`src/rtl/palette_layer_mapper_if.sv`:
```
// ---------------------------------------------------------------------------
// palette_layer_mapper_if
//   Bundles the pixel, palette-programming and RGB output signals of the
//   palette_layer_mapper so that the fetch side and the VGA side connect with
//   a single port.
//
//   Pixel side   : pix_valid, blank_n, layer_idx, shift
//   Palette side : pal_we, pal_waddr, pal_wdata, bg_we, bg_wdata
//   Output side  : Red, Green, Blue, rgb_valid
//
//   master modport : the sprite/tile fetch logic (drives pixels and palette
//                    writes, observes RGB)
//   slave modport  : the mapper itself
// ---------------------------------------------------------------------------
interface palette_layer_mapper_if #(
  parameter int IDX_W      = 6,
  parameter int NUM_LAYERS = 3
);
  logic                          pix_valid;
  logic                          blank_n;
  logic [NUM_LAYERS*IDX_W-1:0]   layer_idx;
  logic                          pal_we;
  logic [IDX_W-1:0]              pal_waddr;
  logic [23:0]                   pal_wdata;
  logic                          bg_we;
  logic [23:0]                   bg_wdata;
  logic [1:0]                    shift;
  logic [7:0]                    Red;
  logic [7:0]                    Green;
  logic [7:0]                    Blue;
  logic                          rgb_valid;

  modport master (
    output pix_valid, blank_n, layer_idx, pal_we, pal_waddr, pal_wdata,
           bg_we, bg_wdata, shift,
    input  Red, Green, Blue, rgb_valid
  );

  modport slave (
    input  pix_valid, blank_n, layer_idx, pal_we, pal_waddr, pal_wdata,
           bg_we, bg_wdata, shift,
    output Red, Green, Blue, rgb_valid
  );
endinterface

```
`src/rtl/palette_layer_mapper.sv`:
```
// ---------------------------------------------------------------------------
// palette_layer_mapper
//   Resolves one pixel from NUM_LAYERS stacked palette indices (layer 0 wins),
//   looks the winning index up in a programmable palette, then applies
//   blanking and a brightness shift. Three-stage pipeline, no stall:
//     S1 : priority select of the first non-transparent layer
//     S2 : palette / background lookup with write-through bypass
//     S3 : blanking + brightness shift, registered RGB out
//
//   Ports
//     Clk      : system clock, rising edge
//     Reset_n  : asynchronous active-low reset
//     bus      : palette_layer_mapper_if.slave (pixel inputs, palette and
//                background writes, registered RGB outputs)
// ---------------------------------------------------------------------------
module palette_layer_mapper #(
  parameter int          IDX_W      = 6,
  parameter int          NUM_LAYERS = 3,
  parameter logic [23:0] BG_DEFAULT = 24'h3BB9FF
) (
  input  logic                  Clk,
  input  logic                  Reset_n,
  palette_layer_mapper_if.slave bus
);

  localparam int PAL_DEPTH = 1 << IDX_W;

  // S1 state
  logic             r_s1_valid;
  logic             r_s1_hit;
  logic [IDX_W-1:0] r_s1_sel;
  logic             r_s1_blank_n;

  // Palette storage and background colour
  logic [23:0]      r_pal [PAL_DEPTH];
  logic [23:0]      r_bg;

  // S2 state
  logic             r_s2_valid;
  logic             r_s2_blank_n;
  logic [23:0]      r_s2_colour;

  // S3 / output state
  logic [7:0]       r_red;
  logic [7:0]       r_green;
  logic [7:0]       r_blue;
  logic             r_rgb_valid;

  // Combinational intermediates
  logic [IDX_W-1:0] w_sel;
  logic             w_hit;
  logic [23:0]      w_pal_rd;
  logic [23:0]      w_bg_rd;
  logic [23:0]      w_colour;

  // Scanning from the lowest-priority layer upwards lets the last
  // assignment win, so the lowest-numbered non-zero layer ends up selected.
  always_comb begin
    w_sel = '0;
    w_hit = 1'b0;
    for (int k = NUM_LAYERS - 1; k >= 0; k--) begin
      if (bus.layer_idx[k*IDX_W +: IDX_W] != '0) begin
        w_sel = bus.layer_idx[k*IDX_W +: IDX_W];
        w_hit = 1'b1;
      end
    end
  end

  always_ff @(posedge Clk or negedge Reset_n) begin
    if (!Reset_n) begin
      r_s1_valid   <= 1'b0;
      r_s1_hit     <= 1'b0;
      r_s1_sel     <= '0;
      r_s1_blank_n <= 1'b0;
    end else begin
      r_s1_valid   <= bus.pix_valid;
      r_s1_hit     <= w_hit;
      r_s1_sel     <= w_sel;
      r_s1_blank_n <= bus.blank_n;
    end
  end

  // The palette must come out of reset all-black, so every entry is cleared.
  always_ff @(posedge Clk or negedge Reset_n) begin
    if (!Reset_n) begin
      for (int i = 0; i < PAL_DEPTH; i++) begin
        r_pal[i] <= '0;
      end
    end else if (bus.pal_we) begin
      r_pal[bus.pal_waddr] <= bus.pal_wdata;
    end
  end

  always_ff @(posedge Clk or negedge Reset_n) begin
    if (!Reset_n) begin
      r_bg <= BG_DEFAULT;
    end else if (bus.bg_we) begin
      r_bg <= bus.bg_wdata;
    end
  end

  // A write landing in the same cycle as the lookup is forwarded, so the
  // pixel sees the colour being written rather than the stale entry.
  always_comb begin
    w_pal_rd = r_pal[r_s1_sel];
    if (bus.pal_we && (bus.pal_waddr == r_s1_sel)) begin
      w_pal_rd = bus.pal_wdata;
    end
    w_bg_rd  = bus.bg_we ? bus.bg_wdata : r_bg;
    w_colour = r_s1_hit ? w_pal_rd : w_bg_rd;
  end

  always_ff @(posedge Clk or negedge Reset_n) begin
    if (!Reset_n) begin
      r_s2_valid   <= 1'b0;
      r_s2_blank_n <= 1'b0;
      r_s2_colour  <= '0;
    end else begin
      r_s2_valid   <= r_s1_valid;
      r_s2_blank_n <= r_s1_blank_n;
      r_s2_colour  <= w_colour;
    end
  end

  // Outputs only move on a valid pixel; otherwise the last colour is held.
  always_ff @(posedge Clk or negedge Reset_n) begin
    if (!Reset_n) begin
      r_red       <= '0;
      r_green     <= '0;
      r_blue      <= '0;
      r_rgb_valid <= 1'b0;
    end else begin
      r_rgb_valid <= r_s2_valid;
      if (r_s2_valid) begin
        r_red   <= r_s2_blank_n ? (r_s2_colour[23:16] >> bus.shift) : 8'h00;
        r_green <= r_s2_blank_n ? (r_s2_colour[15:8]  >> bus.shift) : 8'h00;
        r_blue  <= r_s2_blank_n ? (r_s2_colour[7:0]   >> bus.shift) : 8'h00;
      end
    end
  end

  assign bus.Red       = r_red;
  assign bus.Green     = r_green;
  assign bus.Blue      = r_blue;
  assign bus.rgb_valid = r_rgb_valid;

endmodule

```
`src/flat_wrapper.sv`:
```
// flat-port wrapper written by rule: the top's interface ports become plain ports
module palette_layer_mapper_flat 
#(
  parameter int          IDX_W      = 6,
  parameter int          NUM_LAYERS = 3,
  parameter logic [23:0] BG_DEFAULT = 24'h3BB9FF
)
  (Clk, Reset_n, bus_pix_valid, bus_blank_n, bus_layer_idx, bus_pal_we, bus_pal_waddr, bus_pal_wdata, bus_bg_we, bus_bg_wdata, bus_shift, bus_Red, bus_Green, bus_Blue, bus_rgb_valid);
  palette_layer_mapper_if #(.IDX_W(IDX_W), .NUM_LAYERS(NUM_LAYERS)) bus_i ();
  input  logic Clk;
  input  logic Reset_n;
  input wire logic [$bits(bus_i.pix_valid)-1:0] bus_pix_valid;
  input wire logic [$bits(bus_i.blank_n)-1:0] bus_blank_n;
  input wire logic [$bits(bus_i.layer_idx)-1:0] bus_layer_idx;
  input wire logic [$bits(bus_i.pal_we)-1:0] bus_pal_we;
  input wire logic [$bits(bus_i.pal_waddr)-1:0] bus_pal_waddr;
  input wire logic [$bits(bus_i.pal_wdata)-1:0] bus_pal_wdata;
  input wire logic [$bits(bus_i.bg_we)-1:0] bus_bg_we;
  input wire logic [$bits(bus_i.bg_wdata)-1:0] bus_bg_wdata;
  input wire logic [$bits(bus_i.shift)-1:0] bus_shift;
  output wire logic [$bits(bus_i.Red)-1:0] bus_Red;
  output wire logic [$bits(bus_i.Green)-1:0] bus_Green;
  output wire logic [$bits(bus_i.Blue)-1:0] bus_Blue;
  output wire logic [$bits(bus_i.rgb_valid)-1:0] bus_rgb_valid;
  assign bus_i.pix_valid = bus_pix_valid;
  assign bus_i.blank_n = bus_blank_n;
  assign bus_i.layer_idx = bus_layer_idx;
  assign bus_i.pal_we = bus_pal_we;
  assign bus_i.pal_waddr = bus_pal_waddr;
  assign bus_i.pal_wdata = bus_pal_wdata;
  assign bus_i.bg_we = bus_bg_we;
  assign bus_i.bg_wdata = bus_bg_wdata;
  assign bus_i.shift = bus_shift;
  assign bus_Red = bus_i.Red;
  assign bus_Green = bus_i.Green;
  assign bus_Blue = bus_i.Blue;
  assign bus_rgb_valid = bus_i.rgb_valid;
  palette_layer_mapper #(.IDX_W(IDX_W), .NUM_LAYERS(NUM_LAYERS), .BG_DEFAULT(BG_DEFAULT)) u_core (.Clk(Clk), .Reset_n(Reset_n), .bus(bus_i));
endmodule
```
`config.mk`:
```
export PLATFORM = sky130hd
export DESIGN_NAME = palette_layer_mapper_flat
export DESIGN_NICKNAME = d
export VERILOG_FILES = /design/src/rtl/palette_layer_mapper_if.sv /design/src/rtl/palette_layer_mapper.sv /design/src/flat_wrapper.sv
export SDC_FILE = /design/constraint.sdc
export NUM_CORES = 2
export LEC_CHECK = 0
export ABC_AREA = 1
export CAP_MARGIN = 15
export CORE_MARGIN = 2
export CORE_UTILIZATION = 50
export CTS_CLUSTER_DIAMETER = 80
export DETAILED_ROUTE_END_ITERATION = 8
export HOLD_SLACK_MARGIN = 0.05
export PLACE_DENSITY_LB_ADDON = 0.25
export SLEW_MARGIN = 15
export SYNTH_ARGS = -nofsm -noshare
export SYNTH_HDL_FRONTEND = slang
export SYNTH_SLANG_ARGS = --single-unit
```
`constraint.sdc`:
```
create_clock -name Clk -period 2.52 [get_ports Clk]
set_clock_uncertainty 0.05 [all_clocks]
set_input_delay 0.252 -clock Clk [delete_from_list [all_inputs] [get_ports Clk]]
set_output_delay 0.252 -clock Clk [all_outputs]
set_load 0.005 [all_outputs]
```
After elaboration in Yosys (flattened, before gate mapping) --
Index checks and enable logic that the tools add are counted.
Cells by class: shifts and indexed selects 3, eq/ne operators 1, reductions and logical operators 5, bitwise gates (word level) 2, $lt $le $gt $ge 3, multiplexer cells 18
Operators by type and width (number):
- $bwmux W1536 | 1
- $bmux W24 S6 | 1
- $demux W24 S6 | 1
- $mux W24 | 6
- $mux W8 | 3
- $shr A8 B2 Y8 | 3
- $mux W6 | 3
- $reduce_bool A6 Y1 | 3
- $ge A7 B7 Y1 const B | 2
- $not A6 Y7 | 2
- $lt A7 B1 Y1 const B | 1
- $eq A6 B6 Y1 | 1
- $mux W1 | 3
- $logic_and A1 B1 Y1 | 2
Storage, ports and cells: bits in registers 1620, output and inout port bits 25, logic and storage cells 108, input bits 80

Longest topological paths before layout --
depth in word-level cells 6, depth in mapped cells 15

Worst setup path before layout --
No wires, ideal clock.
path type register to register, start register u_core.r_s1_sel[0], end register u_core.r_s2_colour[11], period minus slack after synthesis 1.753 ns, arrival time 1.638 ns, cell stages (with the launch flop) 15, slack 0.767 ns, cells stage by stage dfrtp_1 -> buf_4 -> buf_2 -> buf_2 -> clkbuf_1 -> nand2_1 -> nand3_1 -> nand3_1 -> nand2_1 -> nand2_1 -> nand3_1 -> nand3_1 -> nand3_1 -> nand2_1 -> nand2_1
On the way: cells in the longest elaborated chain, start to end 6, elaborated cells on any way between the ends 8, classes of those cells eq/ne (1); mux (5); bitwise (1); reduce/logical (1)
Ends and longest elaborated chain:
- start, declared | RTL line palette_layer_mapper.sv:31 | logic [IDX_W-1:0] r_s1_sel;
- start signal, assigned | RTL line palette_layer_mapper.sv:78 | r_s1_sel <= w_sel;
- $not A6 Y7 (not written as such) | RTL line palette_layer_mapper.sv:105 | w_pal_rd = r_pal[r_s1_sel];
- $bmux W24 S6 | RTL line palette_layer_mapper.sv:105
- $mux W24 (not written as such) (2 in series) | RTL line palette_layer_mapper.sv:105
- $mux W24 * | RTL line palette_layer_mapper.sv:106 | if (bus.pal_we && (bus.pal_waddr == r_s1_sel)) begin
- $mux W24 * | RTL line palette_layer_mapper.sv:110 | w_colour = r_s1_hit ? w_pal_rd : w_bg_rd;
- net u_core.w_colour[11] | RTL line palette_layer_mapper.sv:54 | logic [23:0] w_colour;
- end signal, assigned | RTL line palette_layer_mapper.sv:121 | r_s2_colour <= w_colour;
- end, declared | RTL line palette_layer_mapper.sv:41 | logic [23:0] r_s2_colour;
Mark *: on every way through the listed nets, which the timed path passes. The rest lies on a longest branch. The select of a mux whose other input is x is not followed. A chain may end at the register's enable or synchronous reset.

Worst setup path in the final report --
start register u_core.r_s1_sel[1], end register u_core.r_s2_colour[0]
Same word-level chain as after synthesis.

==> qor.csv <==
stage,metric,value,unit
drt,First DRT Iteration DRCs,7785,
layout,filler instances,12900,
layout,Area Growth Syn to Fin,16.2,%
critical_path,Crit Path Max Fanout,48,
critical_path,"Critical Path, Cell by Cell","clkinv_8, buf_16, buf_4, nand3_1, nand3_1, nand2_1, nand2_1, nand3_1, nand3_1, nand3_1, nand2_1, nand2_1",
drt,vias,65500,
drt,DRC,0,
yosys,total nets after synthesis,9279,
place,Placer Congestion,1.00,
status,status,"complete, no violations",
place,I/O Buffers,104,
sta,Tcrit/Tclk final,99.7,%
power,P_leak,39.4,nW
yosys,YS warnings,0,
grt,GRT overflow,0,
sta,Worst slew margin,45.0,%
critical_path,WS Path Type,reg2reg,
grt,vias in the first global route,62600,
sta,post-layout min period,2.51,ns
power,Cell Pwr Density,790,mW/mm^2
grt,first-pass GRT wire length,382,mm
place,"Cell Area, Placed",0.0791,sq mm
layout,"commonest non-fill, non-tap cell in the layout",nand2_1,
drt,Avg WL per Cell,22.3,microns
floorplanning,DIE HEIGHT,387,microns
hold_path,hold crit path type,in2reg,
grt,GR Util All Layers,32.9,%
critical_path,CP Capture Type,register,
yosys,Post-Synth XOR/XNOR Area,0.0238,%
layout,layout cells sized above 1,9.02,%
cts,"CTS clk-pin slew, worst paths",0.07,ns
floorplanning,Die W,387,microns
floorplanning,I/O pin total,105,
yosys,Post-synth EDFFs,0,
floorplanning,die area,0.150,sq mm
yosys,register bit total from synthesis,1620,
cts,number of CTS-inserted buffers,172,
critical_path,CP Launch Type,register,
layout,Multi-input gate area,0.0294,sq mm
sta,final setup fails,0,
drt,TritonRoute pass-1 iters,6,
sta,Max Clk Rate,398,MHz
floorplanning,Core Area,0.146,sq mm
place,DP HPWL,152,mm
yosys,synth top area cells,"dfrtp_1 (55%), nand2_1 (17%), nand3_1 (9.1%), o21ai_0 (8.1%), clkbuf_1 (2.7%)",
critical_path,CP required,3.20,ns
yosys,ys flop type,dfrtp_1,
layout,nets,9155,
yosys,Synth Instances,9199,
layout,ANT cells,0,
place,placed insts,10800,
yosys,Compound-Gate Fraction of Synth Area,10.9,%
yosys,Simple-Gate Fraction of Synth Area,28.4,%
layout,Finished Cell Area,0.0854,sq mm
cts,Clock Tree Buf Depth,3,
grt,largest net degree at the start of global routing,103,
cts,Clock Latency Late Sink,0.84,ns
power,Max VDD drop,720,uV
drt,Routed Antenna Nets,0,
drt,number of vias per cell,5.88,
sta,total negative setup slack,0,ns
critical_path,Crit path max-delay family,simple AND/OR/NAND/NOR gates,
cts,htree depth,4,
critical_path,critical-path cell with the highest stage delay,dfrtp_4,
floorplanning,Initial Utilization,50.4,%
flow_run,max-cap violations,0,
layout,Non-Filler Instances,11100,
drt,WL final,248,mm
critical_path,"slowest stage delay, CP",0.56,ns
sta,final hold violation count,0,
sta,Slew @ Worst Pin,0.824,ns
drt,Top Metal Used,met5,
floorplanning,FP Rows,140,
critical_path,"most used cell, CP",nand3_1,
yosys,fraction of registers with async set/reset,100,%
cts,CTS tree,done,
layout,most frequent cells in the layout,"nand2_1 (3346), dfrtp_1 (1597), nand3_1 (1315)",
yosys,mux contribution to synthesized area,0.382,%
yosys,largest family of logic cells by synthesized area,simple AND/OR/NAND/NOR gates,
drt,WL met2,111,mm
layout,Sequential Area,0.0406,sq mm
yosys,Yosys top cell by area,dfrtp_1,
yosys,Post-Syn Area,0.0735,sq mm
critical_path,worst path buffer plus inverter count,3,
drt,met1 WL,99.2,mm
yosys,Netlist cell types,33,
yosys,post-synthesis sequential area ratio,55.2,%
grt,initial antenna violation count,7,
yosys,top-area cell type share of the netlist area,54.6,%
sta,Pins Over Slew Limit,0,
yosys,fraction of the mapped netlist area in adder cells,0,%
critical_path,WP data arrival,3.19,ns
sta,RSZ-0062 raised after global routing,yes,
cts,Sink Count,1620,
drt,met3 wire len,23.5,mm
yosys,synthesized area per cell,7.99,sq um
cts,clk root buf,clkbuf_16,
-- cell families after synthesis --
group,count (synthesis)
AOI/OAI and AO/OA,1593
xor gates and xnor gates,2
buffers and inverters,902
DFF,1620
muxes,25
and+or+nand+nor,5057
-- sequential cells by signal (all words and copies together), names as in the netlist, 6 cells and up --
name and flops:
u_core.bus.Blue 8, u_core.bus.Green 8, u_core.bus.Red 8, u_core.r_bg 24, u_core.r_pal 1536, u_core.r_s1_sel 6
u_core.r_s2_colour 24
-- layout make-up --
class / instances / area share (%)
clock buffers: 255 / 5.91
clock inverters: 55 / 0.895
inverters: 53 / 0.267
multi-input cells: 6677 / 34.4
flip-flops and latches: 1620 / 47.5
well taps: 1917 / 2.81
repair buffers: 551 / 8.16
-- where the power goes --
part           switching (mW)  internal [mW]
logic                    6.13           3.74
registers                2.05           29.7
clock network            11.1           14.7
-- Yosys cell counts, types with 5 or more instances --
| library cell | number |
|---|---|
| nand2_1 | 3360 |
| dfrtp_1 | 1602 |
| nand3_1 | 1330 |
| o21ai_0 | 1185 |
| clkbuf_1 | 522 |
| a21oi_1 | 344 |
| nor2_1 | 339 |
| buf_2 | 251 |
| buf_1 | 72 |
| inv_1 | 45 |
| o21ai_1 | 44 |
| mux2_2 | 24 |
| dfstp_2 | 18 |
| nand4_1 | 7 |
| nor3_2 | 6 |
| nor4_4 | 6 |
| inv_2 | 5 |
| o311ai_0 | 5 |
-- worst reg2reg max path: cells and delay by family (launching register included) --
kind	cells	cell delay (ns)
DFF	1	0.56
buffers and inverters	3	0.76
and+or+nand+nor	9	1.02
-- what timing repair did --
action / in CTS / in global routing
endpoints found under the hold margin: 1610 / 0
gates cloned: 1 / 2
hold buffers: 24 / 0
setup buffers: 0 / 2
gates resized for setup: 6 / 36
pin swaps: 0 / 1
setup endpoints to repair: 5 / 17
-- stage by stage --
step                power [mW]  util (%)  hold slack (ns)  worst slack [ns]
floorplan                 37.6         -          -0.0936             0.767
global placement          41.3      54.2           0.0553           -0.0935
detailed placement        41.7      54.2           0.0539           -0.0987
CTS                       67.5      58.4           0.0581            0.0127
global route              70.4      58.6           0.0615           -0.0188
finish                    67.5      58.6           0.0795           0.00741
-- per-layer routing --
metal | up-vias | GRT usage, %
met5 | - | 0
met1 | 31900 | 44.1
met3 | 590 | 7.10
met2 | 3142 | 50.2
met4 | 6 | 17.5
li1 | 29800 | -
-- final timing paths --
| path | start | endpoint | slack (ns) | cells past startpoint |
|---|---|---|---|---|
| max in group asynchronous | Reset_n | u_core.r_pal[279]$_DFFE_PN0P_ | 1.37 | 4 |
| worst max register to register | u_core.r_s1_sel[1]$_DFF_PN0_ | u_core.r_s2_colour[0]$_DFF_PN0_ | 0.007 | 12 |
| worst max-delay path | u_core.r_s1_sel[1]$_DFF_PN0_ | u_core.r_s2_colour[0]$_DFF_PN0_ | 0.007 | 12 |
| min in group asynchronous | Reset_n | u_core.r_pal[909]$_DFFE_PN0P_ | 0.09 | 3 |
| worst min register to register | u_core.r_s1_valid$_DFF_PN0_ | u_core.r_s2_valid$_DFF_PN0_ | 0.30 | 0 |
| worst min-delay path | bus_bg_wdata[22] | u_core.r_bg[22]$_DFF_PN0_ | 0.08 | 2 |
Note: power is estimated with default switching activity, not from simulation.
